$ cat src/rtl/handshake_bus_sync.sv
// -----------------------------------------------------------------------------
// handshake_bus_sync
//
// Destination-side controller for a toggle-handshake multi-bit clock-domain
// crossing. The source toggles req_tgl once per word while holding unsync_bus
// stable. This block synchronizes req_tgl through an N_flop-stage chain and
// detects its level change. It then captures unsync_bus into a holding
// register and offers the word to a local consumer with valid/ready. ack_tgl
// toggles back to the source only after the consumer accepts the word.
//
// Parameters
//   data_width  width of the transferred bus
//   N_flop      synchronizer depth on req_tgl (must be >= 2)
//
// Ports
//   clk          destination-domain clock
//   rst          asynchronous, active-high reset
//   unsync_bus   source-domain data, quasi-static while a word is outstanding
//   req_tgl      source request toggle (each level change = one new word)
//   ack_tgl      acknowledge toggle back to source, one change per accepted word
//   sync_bus     captured word, meaningful while sync_valid = 1
//   sync_valid   holding register occupied
//   sync_ready   consumer accepts sync_bus when sync_valid & sync_ready
//   overrun      sticky flag: new request arrived while a word was still held
//   clr_overrun  synchronous clear of overrun (a same-cycle violation wins)
// -----------------------------------------------------------------------------
module handshake_bus_sync #(
  parameter int data_width = 8,
  parameter int N_flop     = 2
) (
  input  logic                  clk,
  input  logic                  rst,
  input  logic [data_width-1:0] unsync_bus,
  input  logic                  req_tgl,
  output logic                  ack_tgl,
  output logic [data_width-1:0] sync_bus,
  output logic                  sync_valid,
  input  logic                  sync_ready,
  output logic                  overrun,
  input  logic                  clr_overrun
);

  typedef enum logic {
    IDLE = 1'b0,
    FULL = 1'b1
  } state_e;

  logic [N_flop-1:0]     stage_q;
  logic                  hist_q;
  logic                  req_edge_s;
  logic                  violation_s;

  state_e                state_q;
  state_e                state_d;
  logic [data_width-1:0] bus_q;
  logic [data_width-1:0] bus_d;
  logic                  valid_q;
  logic                  valid_d;
  logic                  ack_q;
  logic                  ack_d;
  logic                  ovr_q;
  logic                  ovr_d;

  // Synchronizer chain plus history flop. Only stage_q[0] sees the
  // asynchronous req_tgl. The bus itself is never routed through the chain.
  always_ff @(posedge clk or posedge rst) begin
    if (rst) begin
      stage_q <= {N_flop{1'b0}};
      hist_q  <= 1'b0;
    end else begin
      stage_q <= {stage_q[N_flop-2:0], req_tgl};
      hist_q  <= stage_q[N_flop-1];
    end
  end

  // Any level change at the synchronizer output marks one new word.
  assign req_edge_s  = stage_q[N_flop-1] ^ hist_q;
  // A new word while one is still held is dropped and only flagged.
  assign violation_s = req_edge_s & (state_q == FULL);

  // Next-state, capture, acknowledge and overrun logic.
  always_comb begin
    state_d = state_q;
    bus_d   = bus_q;
    valid_d = valid_q;
    ack_d   = ack_q;
    // Set has priority over clear so that no violation is ever lost.
    ovr_d   = violation_s ? 1'b1 : (clr_overrun ? 1'b0 : ovr_q);

    case (state_q)
      IDLE: begin
        if (req_edge_s) begin
          bus_d   = unsync_bus;
          valid_d = 1'b1;
          state_d = FULL;
        end else begin
          state_d = IDLE;
        end
      end
      FULL: begin
        if (sync_ready) begin
          // The word stays on sync_bus after acceptance; only valid drops.
          valid_d = 1'b0;
          ack_d   = ~ack_q;
          state_d = IDLE;
        end else begin
          state_d = FULL;
        end
      end
      default: begin
        valid_d = 1'b0;
        state_d = IDLE;
      end
    endcase
  end

  // State and output registers. Every output comes straight from a flop.
  always_ff @(posedge clk or posedge rst) begin
    if (rst) begin
      state_q <= IDLE;
      bus_q   <= {data_width{1'b0}};
      valid_q <= 1'b0;
      ack_q   <= 1'b0;
      ovr_q   <= 1'b0;
    end else begin
      state_q <= state_d;
      bus_q   <= bus_d;
      valid_q <= valid_d;
      ack_q   <= ack_d;
      ovr_q   <= ovr_d;
    end
  end

  assign sync_bus   = bus_q;
  assign sync_valid = valid_q;
  assign ack_tgl    = ack_q;
  assign overrun    = ovr_q;

endmodule

$ cat config.mk
export PLATFORM = sky130hd
export DESIGN_NAME = handshake_bus_sync
export DESIGN_NICKNAME = d
export VERILOG_FILES = /design/src/rtl/handshake_bus_sync.sv
export SDC_FILE = /design/constraint.sdc
export NUM_CORES = 1
export LEC_CHECK = 0
export ABC_AREA = 0
export BUFFER_PORTS_ARGS = -buffer_cell sky130_fd_sc_hd__buf_2
export CAP_MARGIN = 10
export CORE_AREA = 2 2 39 41
export CTS_BUF_LIST = sky130_fd_sc_hd__clkbuf_8
export DETAILED_ROUTE_END_ITERATION = 6
export DIE_AREA = 0 0 41 43
export GPL_ROUTABILITY_DRIVEN = 1
export HOLD_SLACK_MARGIN = 0.08
export MAX_ROUTING_LAYER = met4
export PLACE_DENSITY = 0.73
export SYNTH_ARGS = -nofsm -noshare
export SYNTH_HDL_FRONTEND = slang
export SYNTH_SLANG_ARGS = --single-unit
$ cat constraint.sdc
create_clock -name clk -period 1.6 [get_ports clk]
set_clock_uncertainty 0.05 [all_clocks]
set_input_delay 0.4 -clock clk [delete_from_list [all_inputs] [get_ports clk]]
set_output_delay 0.4 -clock clk [all_outputs]
set_load 0.05 [all_outputs]
After elaboration in Yosys (flattened, before gate mapping) --
Cells that the tools add are included.
Storage, ports and cells: register bits 15, word-level logic and storage cells 25, output and inout port bits 11
Cells by class: multiplexer cells 8, equal/unequal tests 2, bitwise operators 4, reduce and logical (&&, ||, !) cells 4
Operators with widths (number):
- two-way mux 1 bit | 6
- AND reduction 2 bit | 3
- inequality test 2 bit, second input constant | 2
- case mux 1 bit (2 select lines) | 2
- inverter 1 bit | 2
- nonzero test 2 bit | 1
- AND 1 bit | 1
- XOR 1 bit | 1

Longest topological paths before layout --
depth after elaboration 3, mapped depth 4

Worst setup path before layout --
Ideal clock, no wire load.
path kind flip-flop to flip-flop, start point register hist_q, end point register bus_q[0], in the netlist sync_bus[0], arrival 1.183 ns, slack 0.242 ns, stages on the path, launching flop included 5, clock period less this slack 1.358 ns, setup time 0.125 ns, path buffers 1, cells stage by stage dfrtp_1 > xor2_1 > and2b_1 > buf_6 > mux2_4
On the way: longest elaborated chain between the ends 2
Ends and longest elaborated chain:
- from (decl) | RTL line 49 | logic hist_q;
- from (signal assigned) | RTL line 72 | hist_q <= stage_q[N_flop-1];
- XOR 1 bit | RTL line 77 | assign req_edge_s = stage_q[N_flop-1] ^ hist_q;
- AND reduction 2 bit (no source line)
- to (signal assigned) | RTL line 121 | bus_q <= {data_width{1'b0}};
- to (signal assigned) | RTL line 127 | bus_q <= bus_d;
- to (decl) | RTL line 55 | logic [data_width-1:0] bus_q;
No other way between the ends. A chain may end at the register's enable or synchronous reset.

Worst setup path after layout --
start point register stage_q[1], end point register bus_q[6], in the netlist sync_bus[6]
On the way: longest elaborated chain between the ends 2
Ends and longest elaborated chain:
- from (decl) | RTL line 48 | logic [N_flop-1:0] stage_q;
- from (signal assigned) | RTL line 68 | stage_q <= {N_flop{1'b0}};
- from (signal assigned) | RTL line 71 | stage_q <= {stage_q[N_flop-2:0], req_tgl};
- XOR 1 bit | RTL line 77
- AND reduction 2 bit (no source line)
No other way between the ends.

==> flow_metrics.env <==
export IMPL_ir_drop_v=0.000827
export IMPL_ys_seq_elements=15
export IMPL_io_buffers=23
export IMPL_ant_nets=0
export IMPL_routedWlPerCell_um=10.8
export IMPL_grt_pass1_vias=358
export IMPL_synth_top_area_frac=0.655
export IMPL_hpwl_um=677
export IMPL_p_int_mw=0.877
export IMPL_clkLatencyLatePin_ns=0.24
export IMPL_dieHeight_um=43
export IMPL_dieArea_um2=1760
export IMPL_grt_pass1_wl_um=1480
export IMPL_gp_congestion=0.636
export IMPL_numCtsBuffers=3
export IMPL_ctsHoldBuffers=0
export IMPL_postCtsSetupRepairBufs=0
export IMPL_core_area_um2=1380
export IMPL_seq_area_frac_synth=0.655
export IMPL_hp_class="in -> async"
export IMPL_drive_gt1_frac=0.556
export IMPL_cap_violations=0
export IMPL_ys_types=12
export IMPL_drt_pass1_iterations=4
export IMPL_synthTopCellsByArea="dfrtp_1 (66%), mux2_4 (21%), buf_6 (2.0%)"
export IMPL_synth_top_area_cell="dfrtp_1"
export IMPL_clock_path_buffers=2
export IMPL_avgSynthCellArea_um2=15.9
export IMPL_r2r_start="stage_q[1]"
export IMPL_crit_family="flip-flops"
export IMPL_antenna_found_initial=0
export IMPL_crit_buf_inv=1
export IMPL_rsz0062_at_grt="no"
export IMPL_power_frac_clock=0.187
export IMPL_worst_setup_path_start_kind="flop"
export IMPL_fin_crit_sh=0.912
export IMPL_vias_per_cell=4.38
export IMPL_overflow=0
export IMPL_r2r_end="sync_bus[6]"
export IMPL_worst_slew_pin_slew_ns=0.536
export IMPL_cp_cell_sequence="xor2_1 -> and2b_1 -> buf_4 -> mux2_4"
export IMPL_cts_tree="done"
export IMPL_synthCells=36
export IMPL_leakagePower_nw=0.396
export IMPL_clockRootBuffer="clkbuf_8"
export IMPL_netSwitchingPower_mw=0.647
export IMPL_drv_slew=0
export IMPL_fp_dieW_um=41
export IMPL_tns_ns=0
export IMPL_clkSinkCount=15
export IMPL_h_tree_depth=1
export IMPL_grt_usage=0.134
export IMPL_pwr_share_seq=0.365
export IMPL_combPwrFrac=0.448
export IMPL_outcome="finished clean"
export IMPL_grt_max_degree=16
export IMPL_power_density_nw_per_um2=2030
export IMPL_critPathMaxFanout=8
export IMPL_synth_nets=49
export IMPL_relSlewSlack=0.642
export IMPL_wl_um=856
export IMPL_required_ns=1.67
export IMPL_dr_first_iter_drc_count=2
export IMPL_switching_share=0.425
export IMPL_crit_path_top_delay_cell="dfrtp_1"
export IMPL_final_util=0.542
export IMPL_syn_area_um2=573
export IMPL_max_stage_delay_ns=0.39
export IMPL_ios=24
export IMPL_end_kind="flop"
export IMPL_post_cts_resized=0
export IMPL_nets=77
export IMPL_start_util=0.414
export IMPL_cp_arrival_ns=1.53
export IMPL_drc=0
export IMPL_reg2reg_depth=4
export IMPL_fin_hold_ws_ns=0.140
export IMPL_path_class="reg -> reg"
export IMPL_finalCriticalPeriod_ns=1.46
export IMPL_ff2ff_setup_slack_ns=0.14
export IMPL_setup_viol=0
export IMPL_vias=346
export IMPL_fmax_ghz=0.685
export IMPL_antennaDiodeCount=0
export IMPL_hold_viol=0
export IMPL_fp_row_count=14
export IMPL_fill_cells=123
export IMPL_syn2layout_area_growth_pct=30.8
export IMPL_yosys_warnings=0
export IMPL_clk_transition_reported_paths_ns=0.06
## routing by layer
layer  global-route usage  wire [µm]  up-vias  share of wire
met5                    -          0        -              0
met4                0.100          0        0              0
met3               0.0366         78        0          0.091
met2                0.181        386       15           0.45
met1                0.165        392      160           0.46
li1                     -          -      171              -
## area by class of cell
cell class / instances / area (µm²) / share of cell area
Clock inverter: 1 / 3.75 / 0.00501
Inverter: 3 / 11.3 / 0.0150
Sequential cell: 15 / 375 / 0.501
Tap cell: 16 / 20.0 / 0.0267
Clock buffer: 3 / 41.3 / 0.0551
Timing Repair Buffer: 24 / 123 / 0.164
Multi-Input combinational cell: 17 / 175 / 0.234
## cell families after synthesis
family                 synth area share
buffers and inverters            0.0393
XOR/XNOR                         0.0306
flip-flops                        0.655
multiplexers                      0.210
AND/OR/NAND/NOR                  0.0328
AO/OA/AOI/OAI                    0.0328
## layout by cell type (no fill, tap or decap)
cell type and count:
buf_4 1, o22ai_1 1, nor2_1 1, xor2_1 1
and2b_1 1, o21a_1 1, xnor2_1 1, inv_1 4
dfrtp_1 15, buf_2 23, mux2_4 8, o21ai_0 1
clkbuf_8 3, nand2_1 2
## worst max-delay path by stage
stage | from | end | slack [ns] | cells after the start
after floorplan | hist_q | sync_bus[0] | 0.24 | 4
after global placement | hist_q | sync_bus[0] | 0.17 | 4
after detailed placement | stage_q[1] | sync_bus[6] | 0.13 | 4
after CTS | hist_q | sync_bus[4] | 0.13 | 4
after global routing | stage_q[1] | sync_bus[6] | 0.06 | 4
final | stage_q[1] | sync_bus[6] | 0.14 | 4
## metrics by stage
stage / setup WS (ns) / instances / power [mW] / area (µm²)
after global routing: 0.0642 / 79 / 1.61 / 749
after floorplan: 0.242 / 36 / 1.11 / 573
after global placement: 0.167 / 75 / 1.24 / 704
after CTS: 0.126 / 79 / 1.55 / 749
after detailed placement: 0.131 / 75 / 1.25 / 704
final: 0.141 / 79 / 1.52 / 749
## power groups by stage
stage               sequential, mW  combinational, mW  clock, mW
floorplan                    0.923              0.184          0
global placement             0.562              0.683          0
detailed placement           0.560              0.693          0
CTS                          0.558              0.691      0.301
global route                 0.573              0.718      0.319
finish                       0.556              0.684      0.285
## sequential cells by signal, summed over array words and instances (netlist names)
signal,cells
sync_bus,8
stage_q,2
ack_tgl,1
hist_q,1
overrun,1
state_q,1
sync_valid,1
## synthesized netlist by cell type
cell     count
inv_1        3
o22ai_1      1
xor2_1       1
mux2_4       8
xnor2_1      1
buf_6        1
and2b_1      1
dfrtp_1     15
nor2_1       1
nand2_1      2
o21a_1       1
o21ai_0      1
(Power assumes the default switching activity.)
